$ cat src/rtl/usb_tx_stuff_nrzi.sv
//------------------------------------------------------------------------------
// Module   : usb_tx_stuff_nrzi
// Purpose  : USB full-speed transmit line encoder. It pulls NRZ bits from an
//            upstream serializer once per bit time, optionally inserts a
//            stuffed 0 after six consecutive 1s, NRZI-encodes the result onto
//            D+/D-, and closes each packet with SE0, SE0, J.
// Config   : define USB_TX_BITSTUFF_EN to enable bit stuffing. When it is
//            undefined, every valid data bit is sent as-is.
// Revision : 1.0 - initial release
//------------------------------------------------------------------------------
`default_nettype none

module usb_tx_stuff_nrzi (
   input  logic clk,
   input  logic nRST,
   input  logic bit_tick,
   input  logic tx_start,
   input  logic bit_valid,
   input  logic bit_in,
   output logic bit_req,
   output logic dp,
   output logic dm,
   output logic tx_active
);

   typedef enum logic [2:0] {
      S_IDLE = 3'd0,
      S_DATA = 3'd1,
      S_EOP1 = 3'd2,
      S_EOP2 = 3'd3,
      S_EOPJ = 3'd4
   } state_t;

   state_t state_q, state_d;
   logic   dp_q, dp_d;
   logic   dm_q, dm_d;
   logic   tx_active_q, tx_active_d;
   logic   bit_req_c;

   // One emitted bit on the line this tick, and its NRZ value.
   logic   emit_en;
   logic   emit_val;

   // High when the next bit time must carry a stuffed 0.
   logic   stuff_pend;

`ifdef USB_TX_BITSTUFF_EN
   logic [2:0] ones_cnt_q, ones_cnt_d;

   assign stuff_pend = (ones_cnt_q == 3'd6);

   // Run-length of emitted 1s; restarts at every packet and every emitted 0.
   always_comb begin
      ones_cnt_d = ones_cnt_q;
      if (state_q == S_IDLE) begin
         if (tx_start) begin
            ones_cnt_d = 3'd0;
         end
      end else if (emit_en) begin
         ones_cnt_d = emit_val ? (ones_cnt_q + 3'd1) : 3'd0;
      end
   end

   // Ones counter register, cleared asynchronously with the rest of the block.
   always_ff @(posedge clk or negedge nRST) begin
      if (!nRST) begin
         ones_cnt_q <= 3'd0;
      end else begin
         ones_cnt_q <= ones_cnt_d;
      end
   end
`else
   assign stuff_pend = 1'b0;
`endif

   // Next-state, line and handshake decode for the packet sequencer.
   always_comb begin
      state_d     = state_q;
      dp_d        = dp_q;
      dm_d        = dm_q;
      tx_active_d = tx_active_q;
      bit_req_c   = 1'b0;
      emit_en     = 1'b0;
      emit_val    = 1'b0;

      case (state_q)
         S_IDLE: begin
            // Line rests at J; a tick coinciding with tx_start is not a bit.
            dp_d = 1'b1;
            dm_d = 1'b0;
            if (tx_start) begin
               state_d     = S_DATA;
               tx_active_d = 1'b1;
            end
         end

         S_DATA: begin
            if (bit_tick) begin
               if (stuff_pend) begin
                  // Stuffed 0 is owed regardless of upstream, and is not an
                  // upstream bit, so no acknowledge.
                  emit_en  = 1'b1;
                  emit_val = 1'b0;
               end else if (bit_valid) begin
                  emit_en   = 1'b1;
                  emit_val  = bit_in;
                  bit_req_c = 1'b1;
               end else begin
                  state_d = S_EOP1;
                  dp_d    = 1'b0;
                  dm_d    = 1'b0;
               end

               // NRZI: a 0 swaps J and K, a 1 leaves the line alone. The line
               // is always J or K while in DATA, so swapping dp/dm toggles.
               if (emit_en && !emit_val) begin
                  dp_d = dm_q;
                  dm_d = dp_q;
               end
            end
         end

         S_EOP1: begin
            if (bit_tick) begin
               state_d = S_EOP2;
               dp_d    = 1'b0;
               dm_d    = 1'b0;
            end
         end

         S_EOP2: begin
            if (bit_tick) begin
               state_d = S_EOPJ;
               dp_d    = 1'b1;
               dm_d    = 1'b0;
            end
         end

         S_EOPJ: begin
            if (bit_tick) begin
               state_d     = S_IDLE;
               tx_active_d = 1'b0;
               dp_d        = 1'b1;
               dm_d        = 1'b0;
            end
         end

         default: begin
            state_d     = S_IDLE;
            tx_active_d = 1'b0;
            dp_d        = 1'b1;
            dm_d        = 1'b0;
         end
      endcase
   end

   // State and registered line drivers; reset parks the line at J at once.
   always_ff @(posedge clk or negedge nRST) begin
      if (!nRST) begin
         state_q     <= S_IDLE;
         dp_q        <= 1'b1;
         dm_q        <= 1'b0;
         tx_active_q <= 1'b0;
      end else begin
         state_q     <= state_d;
         dp_q        <= dp_d;
         dm_q        <= dm_d;
         tx_active_q <= tx_active_d;
      end
   end

   assign dp        = dp_q;
   assign dm        = dm_q;
   assign tx_active = tx_active_q;
   assign bit_req   = bit_req_c;

endmodule

`default_nettype wire

$ cat config.mk
export PLATFORM = sky130hd
export DESIGN_NAME = usb_tx_stuff_nrzi
export DESIGN_NICKNAME = d
export VERILOG_FILES = /design/src/rtl/usb_tx_stuff_nrzi.sv
export SDC_FILE = /design/constraint.sdc
export NUM_CORES = 1
export LEC_CHECK = 0
export CORE_AREA = 2 2 39 41
export DETAILED_ROUTE_END_ITERATION = 6
export DIE_AREA = 0 0 41 43
export GPL_TIMING_DRIVEN = 0
export PLACE_DENSITY = 0.49
export REMOVE_ABC_BUFFERS = 1
export SYNTH_ARGS = -nofsm -noshare
export SYNTH_HDL_FRONTEND = slang
export SYNTH_SLANG_ARGS = --single-unit
$ cat constraint.sdc
create_clock -name clk -period 2.6 [get_ports clk]
set_input_delay 0.26 -clock clk [delete_from_list [all_inputs] [get_ports clk]]
set_output_delay 0.26 -clock clk [all_outputs]
set_load 0.02 [all_outputs]
==> results of run 1 <==
routing by layer:
| metal | part of all wire (%) | vias to the layer above | global-route usage (%) |
|---|---|---|---|
| li1 | - | 163 | - |
| met1 | 46 | 171 | 18.3 |
| met2 | 44 | 11 | 15.6 |
| met3 | 8.5 | 2 | 3.66 |
| met4 | 1.2 | 0 | 10.0 |
| met5 | 0 | - | 0 |
synthesized netlist by cell type:
cell / count / area [µm²]
a21oi_1: 1 / 5.00
a22o_1: 2 / 17.5
a31o_2: 1 / 8.76
a31oi_1: 1 / 6.26
a32o_1: 1 / 10.0
a32oi_1: 1 / 8.76
buf_2: 2 / 10.0
buf_6: 1 / 11.3
dfrtp_1: 5 / 125
dfstp_2: 1 / 26.3
inv_1: 3 / 11.3
mux2i_1: 2 / 20.0
nand2_1: 4 / 15.0
nand2b_1: 1 / 6.26
nand3b_1: 1 / 7.51
nor2_1: 4 / 15.0
nor4b_1: 1 / 8.76
nor4b_2: 1 / 15.0
o21a_1: 1 / 7.51
o21ai_0: 1 / 5.00
o21ai_2: 1 / 8.76
o32ai_1: 1 / 8.76
or2_2: 1 / 6.26
or4b_1: 1 / 10.0
critical path, stage by stage:
cell and delay [ns]:
clkdlybuf4s50_1 0.56, nand2_1 0.14, nor4b_2 0.34, clkdlybuf4s50_1 0.66
metrics by stage:
step / hold slack, ns / utilization (%) / cells / setup slack [ns] / cell area, µm²
floorplan: -0.0356 / - / 36 / 1.19 / 353
global placement: 0.507 / 33.5 / 61 / 0.361 / 463
detailed placement: 0.518 / 33.5 / 61 / 0.386 / 463
CTS: 0.268 / 35.4 / 65 / 0.363 / 489
global route: 0.282 / 35.4 / 65 / 0.260 / 489
finish: 0.257 / 35.4 / 65 / 0.378 / 489
sequential cells by signal (all words and copies together), names as in the netlist:
signal,count
state_q,3
dm,1
dp,1
tx_active,1
path summary, 6_finish.rpt:
check	slack, ns	to	cells after the start	start
setup / recovery	0.38	bit_req	4	bit_tick
min in group clk	0.53	dp	2	dp
max in group asynchronous	2.06	dp	1	nRST
hold / removal	0.26	state_q[2]	1	nRST
hold reg to reg	0.53	dp	2	dp
setup reg to reg	1.26	dp	3	state_q[0]
layout make-up:
type / instances / area [µm²] / area share (%)
clock buffer: 4 / 26.3 / 5.37
timing repair buffer: 9 / 90.1 / 18.4
inverter: 3 / 11.3 / 2.30
tap: 16 / 20.0 / 4.09
sequential: 6 / 151 / 30.9
multi-input combinational: 27 / 190 / 38.9
cell families after synthesis:
family,Yosys count,synth area share (%)
buf+inv,6,8.70
simple gates,14,22.4
mux,2,5.35
flops,6,40.5
compound gates,11,23.1
power by group through the flow:
stage | clock (mW) | sequential [mW] | combinational, mW
after floorplan | 0 | 0.201 | 0.117
after global placement | 0 | 0.193 | 0.202
after detailed placement | 0 | 0.194 | 0.203
after CTS | 0.0998 | 0.193 | 0.205
after global routing | 0.107 | 0.206 | 0.226
final | 0.0957 | 0.193 | 0.203
==> impl_metrics.env, run 1 <==
export IMPL_ys_ff_latch=6
export IMPL_htreeDepth=1
export IMPL_nFillCells=143
export IMPL_post_cts_resized=0
export IMPL_cts_hold_buf=0
export IMPL_finalSetupTns_ns=0
export IMPL_p_clk_share_pct=19.4
export IMPL_ioPinCount=10
export IMPL_post_cts_setup_buffers=0
export IMPL_cap_violations=0
export IMPL_end_kind="primary output"
export IMPL_layout_commonest_cell="clkdlybuf4s50_1"
export IMPL_setup_violations=0
export IMPL_cts_root_buffer="clkbuf_4"
export IMPL_slew_violations=0
export IMPL_hold_class="in2async"
export IMPL_critPathRequiredTime_ns=2.34
export IMPL_num_rows=14
export IMPL_slew_headroom_pct=79.1
export IMPL_cts_clk_slew_worst_paths_ns=0.05
export IMPL_antenna_found_initial=0
export IMPL_nets=56
export IMPL_grt_overflow_total=0
export IMPL_grt_usage_pct=12.9
export IMPL_path_class="in2out"
export IMPL_die_area_mm2=0.00176
export IMPL_finalPower_mw=0.493
export IMPL_tightest_slew_ns=0.314
export IMPL_die_w_um=41
export IMPL_grt_max_degree=12
export IMPL_diodes=0
export IMPL_hpwl_um=605
export IMPL_place_congestion=0.757
export IMPL_vias=347
export IMPL_start_kind="input pin"
export IMPL_syn_to_final_growth_pct=30.8
export IMPL_hold_viol_final=0
export IMPL_grt_pass1_vias=328
export IMPL_first_pass_iters=4
export IMPL_cts_tree="built"
export IMPL_yosysSeqAreaShare_pct=40.5
export IMPL_status="complete, no violations"
export IMPL_mostFrequentLayoutCells="clkdlybuf4s50_1, dfrtp_1, nand2_1, nor2_1"
export IMPL_drc=0
export IMPL_seq_power_share_pct=39.3
export IMPL_rsz0062_at_grt="no"
export IMPL_first_iter_violations=6
export IMPL_port_buffers=9
export IMPL_synth_distinct_cells=24
export IMPL_sw_frac_of_total_pct=39.4
export IMPL_min_period_ns=2.22
export IMPL_period_share_pct=85.5
export IMPL_clock_fmax_ghz=0.450
export IMPL_yosys_warnings=0
export IMPL_start_util_pct=27.0
export IMPL_power_density_mw_per_mm2=1010
export IMPL_drive_above_1_share_pct=16.3
export IMPL_clock_skew_ns=0.00418
export IMPL_crit_arrival_ns=1.96
export IMPL_p_int_mw=0.299
export IMPL_avgSynthCellArea_um2=9.59
export IMPL_routed_via_density=5.34
export IMPL_cts_buffers=3
export IMPL_grt_pass1_wl_mm=1.48
export IMPL_path_max_fanout=6
export IMPL_p_switching_mw=0.194
export IMPL_power_frac_comb_pct=41.3
export IMPL_synth_cells=39
export IMPL_detail_route_antenna_nets=0
export IMPL_post_drt_wl_per_cell_um=13.2
export IMPL_total_leakage_power_nw=0.200
export IMPL_die_h_um=43
export IMPL_peakVddDrop_mv=0.387
export IMPL_drt_total_wl_um=861
export IMPL_coreArea_mm2=0.00138
export IMPL_insertion_delay_ns=0.25
export IMPL_clock_sinks=6
export IMPL_syn_area_um2=374
export IMPL_cts_buffer_depth=2
(Power assumes the default switching activity.)
==> inputs of run 2 (changes only) <==
- GPL_ROUTABILITY_DRIVEN: not set -> 0
==> results of run 2 <==
No change in the layout: final DEF, timing and power equal those of run 1.
==> edit 1 (settings of run 1) <==
Build with the macro `USB_TX_BITSTUFF_EN` defined.
--- a/src/rtl/usb_tx_stuff_nrzi.sv
+++ b/src/rtl/usb_tx_stuff_nrzi.sv
@@ -10,4 +10,6 @@
 //------------------------------------------------------------------------------
 `default_nettype none
+
+`define USB_TX_BITSTUFF_EN
 
 module usb_tx_stuff_nrzi (
Behaviour: not the same (Yosys sat finds a counterexample within 10 cycles, from zero or initial values and one cycle with nRST low).
==> edit 1 against run 1 <==
Setup slack worse by 150 ps. First-iteration DRC count down 50%. Wire length rose by 25%. Register-to-register slack got worse by 360 ps. Total power is 23% higher. Final area grew 35%. Global-route usage is 1.5 points higher. Area after synthesis is 44% higher. Sequential cell count up 3. Clock skew barely moved. Critical endpoint unchanged. Largest power group is now registers.
==> edit 1: results (changes against run 1) <==
| Metric | Value |
|---|---|
| Outcome | complete, no violations (unchanged) |
| Seq/Total Area, Yosys | 42.0% (was 40.5%) |
| Area share of fa/ha/maj cells after synthesis | 4.64% (was 0%) |
| DP HPWL | 791 um (was 605 um) |
| Compound-Gate Fraction of Synth Area | 20.9% (was 23.1%) |
| CP top delay family | simple AND/OR/NAND/NOR gates (was buffers and inverters) |
| Seq group | 0.246 mW (was 0.193 mW) |
| Pin count of the biggest net entering global routing | 10 (was 12) |
| Sequential cell area | 226 um2 (was 151 um2) |
| Mux share of post-synthesis cell area | 3.71% (was 5.35%) |
| Synth cell types | 27 (was 24) |
| Non-clock buffers, area share | 13.7% (was 18.4%) |
| Reg2reg setup slack | 900 ps (was 1260 ps) |
| Clk cell area share | 3.98% (was 5.37%) |
| Final GP Congestion | 0.709 (was 0.757) |
| Clock latency on the worst-skew pair | 270 ps (was 250 ps) |
| Combinational share of power | 40.4% (was 41.3%) |
| Non-clk invs | 5 (was 3) |
| Drt first pass iters | 3 (was 4) |
| Post-route insts no fill | 86 (was 65) |
| XOR/XNOR share of the synthesized area | 1.62% (was 0%) |
| Arrival time worst endpoint | 2120 ps (was 1960 ps) |
| Main area contributors after synthesis | dfrtp_1 37%, dfstp_2 4.9%, ha_1 4.6% (was dfrtp_1 33%, dfstp_2 7.0%, mux2i_1 5.4%) |
| Crit Path Max Fanout | 9 (was 6) |
| Total GRT Usage | 14.4% (was 12.9%) |
[edit 1: per-stage QoR]
step / hold WS [ps] / power, mW / cell area [um2]
4_1_cts: 321 / 0.609 / 659
5_1_grt: 347 / 0.648 / 659
2_1_floorplan: -35.6 / 0.407 / 523
6_report: 303 / 0.604 / 659
3_5_place_dp: 517 / 0.493 / 633
3_3_place_gp: 518 / 0.493 / 633
[edit 1: worst max-delay path by stage]
stage / startpoint / to / slack, ps / cells after the start
after floorplan: state_q[1]$_DFFE_PN0P_ / ones_cnt_q[0]$_DFFE_PN0P_ / 1010 / 4
after global placement: bit_tick / bit_req / 420 / 5
after detailed placement: bit_tick / bit_req / 450 / 5
after CTS: state_q[1]$_DFFE_PN0P_ / bit_req / 220 / 4
after global routing: state_q[1]$_DFFE_PN0P_ / bit_req / 130 / 4
final: state_q[1]$_DFFE_PN0P_ / bit_req / 220 / 4
==> edit 2 (config.mk and constraints of run 1) <==
Without the edit above. Put one more register stage on the output `dm`, without a reset. The value now appears one clock later. The other outputs are not delayed to match.
--- a/src/rtl/usb_tx_stuff_nrzi.sv
+++ b/src/rtl/usb_tx_stuff_nrzi.sv
@@ -171,5 +171,7 @@
 
    assign dp        = dp_q;
-   assign dm        = dm_q;
+   always_ff @(posedge clk) begin
+      dm <= dm_q;
+   end
    assign tx_active = tx_active_q;
    assign bit_req   = bit_req_c;
Function: changed (Yosys sat finds a counterexample within 4 cycles, from zero or initial values and one cycle with nRST low).
==> edit 2 against run 1 <==
Combinational power increased by 41%. Final area rose by 9.5%. Area after synthesis up 11%. Sequential cell count up 1. Wire length is 11% lower. Setup slack gained 210 ps. Total power rose by 21%. Clock skew shrank 3.0 ps. Global-route usage fell by 2.4 points. Critical path depth grew 1. Clock power fell by 5.0%. Critical path type is now register to primary output. Highest routed layer unchanged.
==> edit 2: results (changes against run 1) <==
| Metric | Value |
|---|---|
| Outcome | complete, no violations (unchanged) |
| Pin count of the biggest net entering global routing | 11 (was 12) |
| Total GRT Usage | 10.5% (was 12.9%) |
| Multi-input gate share of total cell area | 38.3% (was 38.9%) |
| Multi-input combinational cell count | 30 (was 27) |
| First-pass GRT wire length | 1.17 mm (was 1.48 mm) |
| Main area contributors after synthesis | dfrtp_1 30%, mux2i_1 7.2%, dfstp_2 6.3% (was dfrtp_1 33%, dfstp_2 7.0%, mux2i_1 5.4%) |
| Vias per Instance | 4.74 (was 5.34) |
| Flops & latches, synth | 7 (was 6) |
| GR met3 Demand/Resource | 1.57% (was 3.66%) |
| Syn Area/Cell | 9.23 um2 (was 9.59 um2) |
| LEAKAGE | 0.249 nW (was 0.200 nW) |
| Dpl ws | 652 ps (was 386 ps) |
| Non-clock buffers, area share | 16.8% (was 18.4%) |
| Vias in the first global route | 284 (was 328) |
| Clk_skew | 1.20 ps (was 4.18 ps) |
| Layout Nets | 63 (was 56) |
| Met2 wire length | 357 um (was 378 um) |
| Peak supply drop | 408 uV (was 387 uV) |
| List of most frequent post-synthesis cells | 5 x dfrtp_1, 5 x inv_1, 5 x nor2_1 (was 5 x dfrtp_1, 4 x nand2_1, 4 x nor2_1) |
| Met3 WL | 32 um (was 73 um) |
| Placed cell area | 509 um2 (was 463 um2) |
| Seq area share | 32.0% (was 30.9%) |
| Met1 Usage GRT | 13.6% (was 18.3%) |
| Number of instances in the placed design | 68 (was 61) |
| Slew @ Worst Pin | 335 ps (was 314 ps) |
| Synth cell types | 25 (was 24) |
| Avg WL per Cell | 10.6 um (was 13.2 um) |
| M1 WL | 360 um (was 398 um) |
| Arrival time worst endpoint | 1760 ps (was 1960 ps) |
| Final core utilization | 38.7% (was 35.4%) |
| Mux share of post-synthesis cell area | 7.23% (was 5.35%) |
| Compound-Gate Fraction of Synth Area | 24.1% (was 23.1%) |
| Layout cell share with drive strength beyond 1 | 16.1% (was 16.3%) |
-- edit 2: cell count changes after synthesis, sizes merged, moves of 2 or more --
| cell | before | now |
|---|---|---|
| a211o | 0 | 2 |
| o21ai | 2 | 4 |
| inv | 3 | 6 |
| a22o | 2 | 0 |
-- edit 2: where the power goes --
group          switching, mW  internal [mW]
logic                  0.139          0.147
registers             0.0557          0.163
clock network         0.0329         0.0581
-- edit 2: path summary, 6_finish.rpt --
| path | cells after the start | endpoint | start | slack, ps |
|---|---|---|---|---|
| max reg2reg | 4 | dp$_DFFE_PN1P_ | state_q[1]$_DFFE_PN0P_ | 1110 |
| max | 5 | bit_req | state_q[2]$_DFFE_PN0P_ | 580 |
| min | 1 | dm_q$_DFFE_PN0P_ | nRST | 250 |
| min reg2reg | 0 | dm$_DFF_P_ | dm_q$_DFFE_PN0P_ | 410 |
| min in group clk | 0 | dm$_DFF_P_ | dm_q$_DFFE_PN0P_ | 410 |
| max in group asynchronous | 1 | dp$_DFFE_PN1P_ | nRST | 2090 |
